==> config.mk <==
export PLATFORM = sky130hd
export DESIGN_NAME = tmds_channel_decoder
export DESIGN_NICKNAME = d
export VERILOG_FILES = /design/src/rtl/tmds_pkg.sv /design/src/rtl/tmds_symbol_decode.sv /design/src/rtl/tmds_channel_decoder.sv
export SDC_FILE = /design/constraint.sdc
export NUM_CORES = 1
export LEC_CHECK = 0
export ABC_AREA = 1
export BUFFER_PORTS_ARGS = -buffer_cell sky130_fd_sc_hd__buf_4
export CORE_UTILIZATION = 40
export CTS_CLUSTER_SIZE = 28
export DETAILED_ROUTE_END_ITERATION = 8
export PLACE_DENSITY = 0.65
export SLEW_MARGIN = 20
export SYNTH_ARGS = -nofsm -noshare
export SYNTH_HDL_FRONTEND = slang
export SYNTH_SLANG_ARGS = --single-unit
==> constraint.sdc <==
create_clock -name clk -period 2.2 [get_ports clk]
set_input_delay 0.33 -clock clk [delete_from_list [all_inputs] [get_ports clk]]
set_output_delay 0.33 -clock clk [all_outputs]
set_load 0.05 [all_outputs]
==> src/rtl/tmds_pkg.sv <==
// Shared TMDS definitions for the encoder and decoder sides of a channel:
// the four control-token code words and the word-alignment FSM states.
package tmds_pkg;

    // Control tokens, indexed by {c1,c0}
    localparam logic [9:0] TMDS_CTRL_00 = 10'h354;
    localparam logic [9:0] TMDS_CTRL_01 = 10'h0AB;
    localparam logic [9:0] TMDS_CTRL_10 = 10'h154;
    localparam logic [9:0] TMDS_CTRL_11 = 10'h2AB;

    typedef enum logic [1:0] {
        ST_SEARCH    = 2'd0,
        ST_SLIP_WAIT = 2'd1,
        ST_LOCKED    = 2'd2
    } tmds_state_e;

endpackage

==> src/rtl/tmds_symbol_decode.sv <==
// Combinational 10b->8b TMDS decode plus control-token recognition.
// Ports: sym (10-bit word in), is_ctrl (word is a token),
//        ctrl ({c1,c0} of the token), data (decoded byte of a data symbol).
module tmds_symbol_decode
    import tmds_pkg::*;
(
    input  logic [9:0] sym,
    output logic       is_ctrl,
    output logic [1:0] ctrl,
    output logic [7:0] data
);

    logic [7:0] q;

    always_comb begin
        is_ctrl = 1'b1;
        ctrl    = 2'b00;
        case (sym)
            TMDS_CTRL_00: ctrl = 2'b00;
            TMDS_CTRL_01: ctrl = 2'b01;
            TMDS_CTRL_10: ctrl = 2'b10;
            TMDS_CTRL_11: ctrl = 2'b11;
            default:      is_ctrl = 1'b0;
        endcase
    end

    // bit9 undoes the DC-balance inversion, bit8 selects XOR vs XNOR chaining
    always_comb begin
        q       = sym[9] ? ~sym[7:0] : sym[7:0];
        data[0] = q[0];
        for (int i = 1; i < 8; i++) begin
            data[i] = sym[8] ? (q[i] ^ q[i-1]) : ~(q[i] ^ q[i-1]);
        end
    end

endmodule

==> src/rtl/tmds_channel_decoder.sv <==
// One TMDS channel: word-alignment search with bitslip, lock tracking
// and registered decode of data symbols and control tokens.
// Ports: clk, rst (sync, active-high); tmds_in/tmds_valid from the
//        deserializer; bitslip back to it; locked; data_out, ctrl_out,
//        de_out, valid_out as the decoded stream (1 cycle latency).
module tmds_channel_decoder
    import tmds_pkg::*;
#(
    parameter int CTRL_RUN_LEN   = 8,
    parameter int SEARCH_TIMEOUT = 4096,
    parameter int SLIP_WAIT_CYC  = 16,
    parameter int MAX_GAP        = 4096
) (
    input  logic       clk,
    input  logic       rst,
    input  logic [9:0] tmds_in,
    input  logic       tmds_valid,
    output logic       bitslip,
    output logic       locked,
    output logic [7:0] data_out,
    output logic [1:0] ctrl_out,
    output logic       de_out,
    output logic       valid_out
);

    localparam int RUN_W  = $clog2(CTRL_RUN_LEN + 1);
    localparam int TO_W   = $clog2(SEARCH_TIMEOUT + 1);
    localparam int WAIT_W = $clog2(SLIP_WAIT_CYC + 1);
    localparam int GAP_W  = $clog2(MAX_GAP + 1);

    // "Last" values: the word that brings a counter to its limit
    localparam logic [RUN_W-1:0]  RUN_LAST = RUN_W'(CTRL_RUN_LEN - 1);
    localparam logic [TO_W-1:0]   TO_LAST  = TO_W'(SEARCH_TIMEOUT - 1);
    localparam logic [WAIT_W-1:0] WAIT_MAX = WAIT_W'(SLIP_WAIT_CYC);
    localparam logic [GAP_W-1:0]  GAP_LAST = GAP_W'(MAX_GAP - 1);

    tmds_state_e       state, state_n;
    logic [RUN_W-1:0]  run_cnt, run_n;
    logic [TO_W-1:0]   to_cnt, to_n;
    logic [WAIT_W-1:0] wait_cnt, wait_n;
    logic [GAP_W-1:0]  gap_cnt, gap_n;

    logic       bitslip_n;
    logic       valid_n;
    logic       de_n;
    logic [1:0] ctrl_n;
    logic [7:0] data_n;

    logic       sym_is_ctrl;
    logic [1:0] sym_ctrl;
    logic [7:0] sym_data;

    tmds_symbol_decode u_dec (
        .sym     (tmds_in),
        .is_ctrl (sym_is_ctrl),
        .ctrl    (sym_ctrl),
        .data    (sym_data)
    );

    always_ff @(posedge clk) begin
        if (rst) begin
            state     <= ST_SEARCH;
            run_cnt   <= '0;
            to_cnt    <= '0;
            wait_cnt  <= '0;
            gap_cnt   <= '0;
            bitslip   <= 1'b0;
            valid_out <= 1'b0;
            de_out    <= 1'b0;
            ctrl_out  <= 2'b00;
            data_out  <= 8'h00;
        end else begin
            state     <= state_n;
            run_cnt   <= run_n;
            to_cnt    <= to_n;
            wait_cnt  <= wait_n;
            gap_cnt   <= gap_n;
            bitslip   <= bitslip_n;
            valid_out <= valid_n;
            de_out    <= de_n;
            ctrl_out  <= ctrl_n;
            data_out  <= data_n;
        end
    end

    assign locked = (state == ST_LOCKED);

    always_comb begin
        state_n   = state;
        run_n     = run_cnt;
        to_n      = to_cnt;
        wait_n    = wait_cnt;
        gap_n     = gap_cnt;
        bitslip_n = 1'b0;
        valid_n   = 1'b0;
        de_n      = de_out;
        ctrl_n    = ctrl_out;
        data_n    = data_out;

        unique case (state)
            ST_SEARCH: begin
                if (tmds_valid) begin
                    to_n  = to_cnt + 1'b1;
                    run_n = sym_is_ctrl ? run_cnt + 1'b1 : '0;
                    // Lock wins if both limits are hit on the same word
                    if (sym_is_ctrl && run_cnt == RUN_LAST) begin
                        state_n = ST_LOCKED;
                        run_n   = '0;
                        to_n    = '0;
                        gap_n   = '0;
                    end else if (to_cnt == TO_LAST) begin
                        state_n   = ST_SLIP_WAIT;
                        bitslip_n = 1'b1;
                        run_n     = '0;
                        to_n      = '0;
                        wait_n    = '0;
                    end
                end
            end

            // Spans the bitslip pulse cycle plus SLIP_WAIT_CYC idle
            // cycles, so the deserializer settles before the next word.
            ST_SLIP_WAIT: begin
                if (wait_cnt == WAIT_MAX) begin
                    state_n = ST_SEARCH;
                    wait_n  = '0;
                    run_n   = '0;
                    to_n    = '0;
                    gap_n   = '0;
                end else begin
                    wait_n = wait_cnt + 1'b1;
                end
            end

            ST_LOCKED: begin
                if (tmds_valid) begin
                    valid_n = 1'b1;
                    if (sym_is_ctrl) begin
                        de_n   = 1'b0;
                        data_n = 8'h00;
                        ctrl_n = sym_ctrl;
                        gap_n  = '0;
                    end else begin
                        de_n   = 1'b1;
                        data_n = sym_data;
                        if (gap_cnt == GAP_LAST) begin
                            state_n = ST_SEARCH;
                            gap_n   = '0;
                            run_n   = '0;
                            to_n    = '0;
                        end else begin
                            gap_n = gap_cnt + 1'b1;
                        end
                    end
                end
            end

            default: begin
                state_n = ST_SEARCH;
                run_n   = '0;
                to_n    = '0;
                wait_n  = '0;
                gap_n   = '0;
            end
        endcase
    end

endmodule
==> metrics.cfg, run 1 <==
[run_status]
status = complete, no violations

[timing]
period_minus_slack_ps = 2000
setup_viol = 0
setup_tns_ps = 0
slew_headroom = 0.643
finClkSkew_ps = 11.9
worst_slew_pin_slew_ps = 535
rsz0062_at_grt = no
post-route-period-util = 0.909
final_hold_viol_count = 0
max_freq_mhz = 500
whs_ps = 277
finalMaxSlewViolations = 0

[finish]
synthToLayoutAreaGrowth_pct = 14.3
fin_nets = 513
finish.utilization = 0.483
drive_gt1_frac = 0.125
antenna_cells = 0
post-route-cell-area_um2 = 3350
fin_cells = 592

[power_and_ir_drop]
intPower_w = 0.00130
p_leak_nw = 1.45
p_seq_frac = 0.530
irDropWorstVdd_mv = 0.280
p_clk_frac = 0.402
p_comb_frac = 0.068
p_per_area_nw_per_um2 = 516
switching_share = 0.246
p_switching_w = 0.000425

[drt]
drtIter0Drc = 119
drt-total-wl_um = 6620
wl_per_cell_um = 11.2
vias_per_cell = 4.74
drt_pass1_iterations = 4
drc = 0
num_vias = 2807
final_antenna_net_count = 0

[placement]
post_dp_cell_area_um2 = 3240
port_buffers = 26
routabilityCongestion = 0.915
dp_cells = 584
dp_hpwl_um = 4850

[critical_path]
critPathRequiredTime_ps = 2410
cp_common_cell = nand2_1
cp-end-kind = flop
critPathKind = reg -> reg
cp_max_fo = 14
arrival_ps = 2210
critPathSlowestCell = dfxtp_1
max_stage_delay_ps = 390
crit_chain = ha_1 > nand3_1 > nor2_2 > nand2_1 > nand2_4 > nand3_4 > inv_2 > nand2_1 > nand2_2 > nor2_1
crit_path_start_kind = flop

[cts]
path_clk_slew_ps = 110
numCtsBuffers = 5
clk_latency_ps = 320
cts_hold_buf = 0
cts_buffer_depth = 2
postCtsSetupBuffers = 0
root_buffer = clkbuf_8
cts.sinks = 50
cts_tree = built
htree_num_levels = 2
cts_resized = 0

[floorplanning]
die_area_um2 = 7690
die_width_um = 87.7
boundaryPins = 27
initial_core_util = 0.423
rows = 30
die_y_um = 87.7
coreArea_um2 = 6940

[logic_synthesis]
synth_top_family_by_area = simple AND/OR/NAND/NOR gates
synth-seq-cells = 50
syn_nets = 485
seq_area_frac_synth = 0.341
syn_avg_cell_area_um2 = 6.29
synth.area.mux_share = 0.00341
ys_warn_count = 0
post_synth_num_cell_types = 31
synth_fa_ha_area_frac = 0.0213
synth_compound_area_frac = 0.0810
postSynthCellCount = 467
yosys.area_share.simple = 0.405
syn-cell-area_um2 = 2940
yosys.area_share.xor_xnor = 0.0477

[global_route]
antenna_found_initial = 0
grt_usage = 0.186
grt_pass1_vias = 2527
grt_pass1_wl_um = 11400
grt_remaining_overflow = 0
grt_max_degree = 30

[hold_path]
hp-class = in -> reg

[job]
drv_cap = 0

-- layout by cell type (no fill, tap or decap) --
cell type | synthesis | layout
xor2_1 | 10 | 10
a21boi_2 | 1 | 1
nor3_1 | 12 | 12
nand4_1 | 11 | 11
nor2_2 | 3 | 3
nor4_1 | 1 | 1
o21ai_0 | 5 | 5
nor2_4 | 1 | 1
inv_1 | 57 | 57
nand2_4 | 1 | 1
dfxtp_1 | 50 | 50
a21oi_1 | 27 | 27
or2_2 | 2 | 2
nand3_4 | 1 | 1
ha_1 | 5 | 5
inv_6 | 0 | 2
nand3b_1 | 1 | 1
a21oi_4 | 1 | 1
o21bai_1 | 2 | 2
mux2i_1 | 1 | 1
xnor2_1 | 6 | 6
o21ai_1 | 5 | 5
inv_2 | 6 | 6
clkbuf_8 | 0 | 5
bufinv_16 | 0 | 1
nand3_1 | 30 | 30
o211a_1 | 1 | 1
nand2_1 | 144 | 144
nor2_1 | 66 | 66
buf_4 | 1 | 32
nand2_2 | 6 | 6
-- through the flow --
step	total power [W]	setup slack [ps]
after CTS	0.00174	207
after floorplan	0.00102	564
after global placement	0.00105	275
after detailed placement	0.00105	231
after global routing	0.00179	2.72
final	0.00173	200
-- power groups by stage --
| stage | sequential (W) | clock, W | combinational, W |
|---|---|---|---|
| detailed placement | 0.000938 | 0 | 0.000116 |
| global route | 0.000919 | 0.000745 | 0.000132 |
| global placement | 0.000938 | 0 | 0.000115 |
| CTS | 0.000917 | 0.000707 | 0.000117 |
| floorplan | 0.000936 | 0 | 0.0000795 |
| finish | 0.000917 | 0.000696 | 0.000117 |
-- flip-flops by register name (all words and copies together) (netlist names) --
| signal | count |
|---|---|
| de_out | 1 |
| data_out | 8 |
| bitslip | 1 |
| run_cnt | 4 |
| gap_cnt | 13 |
| ctrl_out | 2 |
| to_cnt | 13 |
| wait_cnt | 5 |
| valid_out | 1 |
| state | 2 |
-- path summary, 6_finish.rpt --
check	end	slack, ps	startpoint	cells after the start
max	to_cnt[5]$_SDFFE_PP0P_	200	gap_cnt[0]$_SDFFE_PP0P_	10
max reg2reg	to_cnt[5]$_SDFFE_PP0P_	200	gap_cnt[0]$_SDFFE_PP0P_	10
min	bitslip$_SDFF_PP0_	280	tmds_valid	3
min reg2reg	to_cnt[12]$_SDFFE_PP0P_	470	to_cnt[12]$_SDFFE_PP0P_	2
-- cells in the mapped netlist, drive strengths merged --
cell    number  area, um2
nand2      151        589
nor2        70        278
inv         63        236
dfxtp       50       1000
nand3       31        168
a21oi       28        151
nor3        12       60.1
nand4       11       68.8
o21ai       10       50.0
xor2        10       87.6
buf          6       38.8
xnor2        6       52.6
clkbuf       5       18.8
ha           5       62.6
o21bai       2       15.0
or2          2       12.5
a21boi       1       11.3
mux2i        1       10.0
nand3b       1       7.51
nor4         1       6.26
o211a        1       10.0
-- cell families (layout without fill, tap and decap cells) --
family	count (synthesis)	after routing
and+or+nand+nor	279	279
xor gates and xnor gates	16	16
buffers and inverters	74	103
AOI/OAI and AO/OA	42	42
DFF	50	50
muxes	1	1
adders and majority gates	5	5
-- layer usage --
layer  track usage  wire, um
met2         0.300      2960
met4        0.0566       107
met1         0.255      3380
met3        0.0320       180
met5             0         0
-- layout make-up --
class	count	area [um2]
clock buffers	5	68.8
clock inverters	3	47.5
fillers	683	3590
inverters	63	236
multi-input cells	343	1640
flip-flops and latches	50	1000
well taps	96	120
repair buffers	32	240
-- critical path: cells and delay by family (launching register included) --
family	cells	cell delay, ps
simple gates	8	1050
flops	1	390
fa+ha+maj	1	230
buf+inv	1	210
No activity file was read; power rests on OpenSTA's default activity.
==> run 2: changes to the inputs <==
--- a/config.mk
+++ b/config.mk
@@ -7,10 +7,12 @@
 export LEC_CHECK = 0
 export ABC_AREA = 1
 export BUFFER_PORTS_ARGS = -buffer_cell sky130_fd_sc_hd__buf_4
+export CORE_ASPECT_RATIO = 1.5
 export CORE_UTILIZATION = 40
 export CTS_CLUSTER_SIZE = 28
 export DETAILED_ROUTE_END_ITERATION = 8
 export PLACE_DENSITY = 0.65
+export SETUP_SLACK_MARGIN = 0.3
 export SLEW_MARGIN = 20
 export SYNTH_ARGS = -nofsm -noshare
 export SYNTH_HDL_FRONTEND = slang
==> run 2 against run 1 <==
Compared with the run above: first-iteration DRC count increased by 15%; flip-flop and latch count did not move; worst setup slack improved by 230 ps; clock power down 25%; register-to-register slack improved by 230 ps; clock skew fell by 4.2 ps; maximum frequency is 13% higher; non-clock buffer count grew 6; combinational power rose by 7%; critical endpoint is now to_cnt[1]$_SDFFE_PP0P_; largest cell class unchanged; largest power group unchanged.
==> metrics.cfg, run 2 (same netlist as run 1, synthesis figures left out) <==
[global_route]
grt_pass1_wl_um = 11800
grt_remaining_overflow = 0
grt_pass1_vias = 2719
grt_usage = 0.192
grt_max_degree = 30
antenna_found_initial = 0

[finish]
fill_cells = 751
fin_nets = 519
reg.largest.list = gap_cnt (13), to_cnt (13), data_out (8)
fin_cells = 598
drive_gt1_frac = 0.150
synthToLayoutAreaGrowth_pct = 16.1
finish.utilization = 0.487
final_cell_mix = nand2_1, nor2_1, inv_1
final_common_cell = nand2_1
antenna_cells = 0

[hold_path]
hp-class = in -> reg

[critical_path]
r2r_end = to_cnt[1]$_SDFFE_PP0P_
crit_end = to_cnt[1]$_SDFFE_PP0P_
reg2reg_depth = 9
ff2ff_setup_slack_ps = 430
arrival_ps = 1980
crit_path_start_kind = flop
critPathRequiredTime_ps = 2410
critPathKind = reg -> reg
cp_max_fo = 14
r2r_start = gap_cnt[1]$_SDFFE_PP0P_
cp-end-kind = flop
crit_start = gap_cnt[1]$_SDFFE_PP0P_

[job]
drv_cap = 0

[timing]
worst_slew_pin_slew_ps = 523
setup_tns_ps = 0
finClkSkew_ps = 7.72
slew_headroom = 0.651
setup_viol = 0
max_freq_mhz = 564
finalMaxSlewViolations = 0
post-route-period-util = 0.805
final_hold_viol_count = 0
rsz0062_at_grt = yes
period_minus_slack_ps = 1770

[drt]
drc = 0
drt-total-wl_um = 6910
num_vias = 2857
drt_pass1_iterations = 5
final_antenna_net_count = 0
vias_per_cell = 4.78
wl_per_cell_um = 11.6
drtIter0Drc = 137

[cts]
cts_tree = built
cts_buffer_depth = 2
cts_hold_buf = 0
numCtsBuffers = 5
htree_num_levels = 2
clk_latency_ps = 310
path_clk_slew_ps = 90
cts.sinks = 50
root_buffer = clkbuf_8

[floorplanning]
die_area_um2 = 7690
coreArea_um2 = 6990
rows = 37
die_width_um = 71.9
die_y_um = 107
boundaryPins = 27
initial_core_util = 0.420

[placement]
dp_cells = 586
port_buffers = 26
dp_hpwl_um = 5160
routabilityCongestion = 0.826

[run_status]
status = complete, no violations

[power_and_ir_drop]
irDropWorstVdd_mv = 0.440
p_leak_nw = 1.46
p_per_area_nw_per_um2 = 461
totalPowerFinal_w = 0.00157

## run 2: cell types whose count changed in the layout (fill, tap and decap cells not counted), sizes merged
cell	previous run	this run
buf	32	38
clkinv	0	2
inv	65	63
bufinv	1	0
## run 2: metal layers
metal | vias to the layer above | part of all wire | GRT usage
li1 | 1523 | - | -
met1 | 1274 | 0.42 | 0.211
met2 | 49 | 0.53 | 0.363
met3 | 11 | 0.033 | 0.0310
met4 | 0 | 0.022 | 0.0700
met5 | - | 0 | 0
## run 2: how the worst min path moves through the flow
stage	start	to	slack, ps	cells past startpoint
detailed placement	to_cnt[12]$_SDFFE_PP0P_	to_cnt[12]$_SDFFE_PP0P_	460	2
floorplan	to_cnt[12]$_SDFFE_PP0P_	to_cnt[12]$_SDFFE_PP0P_	440	2
finish	tmds_valid	bitslip$_SDFF_PP0_	310	3
global placement	to_cnt[12]$_SDFFE_PP0P_	to_cnt[12]$_SDFFE_PP0P_	450	2
global route	tmds_valid	bitslip$_SDFF_PP0_	330	3
CTS	tmds_valid	bitslip$_SDFF_PP0_	310	3
## run 2: through the flow
stage	hold WS, ps	setup WS [ps]	cell area (um2)
after floorplan	438	564	2940
after global placement	450	238	3250
after detailed placement	458	194	3250
after CTS	310	328	3370
after global routing	330	282	3410
final	305	428	3410
## run 2: timing repair
| action | CTS | global route |
|---|---|---|
| gates cloned | 0 | 0 |
| pin swaps | 2 | 2 |
| setup buffers | 5 | 0 |
| endpoints found under the hold margin | 0 | 0 |
| setup endpoints to repair | 11 | 36 |
| resized for setup | 2 | 11 |
## run 2: final cells by class
cell class              instances  area, um2  share of cell area
multi-input cells             343       1680               0.492
repair buffers                 38        285              0.0837
flip-flops and latches         50       1000               0.295
clock inverters                 2       10.0             0.00294
clock buffers                   5       68.8              0.0202
well taps                      97        121              0.0356
inverters                      63        241              0.0709
## run 2: worst max-delay path, cell delays in order (launching register included)
cell and delay (ps):
dfxtp_1 370, ha_2 220, nand3_1 120, nor2_2 160, nand2_2 110, nand2_4 110
nand3_4 100, buf_4 210, o21ai_0 190, nor2_1 70
## run 2: report_power, final
part	internal [W]	switching (W)	total, W
Sequential	0.000911	0.00000796	0.000919
Combinational	0.0000516	0.0000736	0.000125
Clock	0.000214	0.000311	0.000525
Total	0.00118	0.000393	0.00157
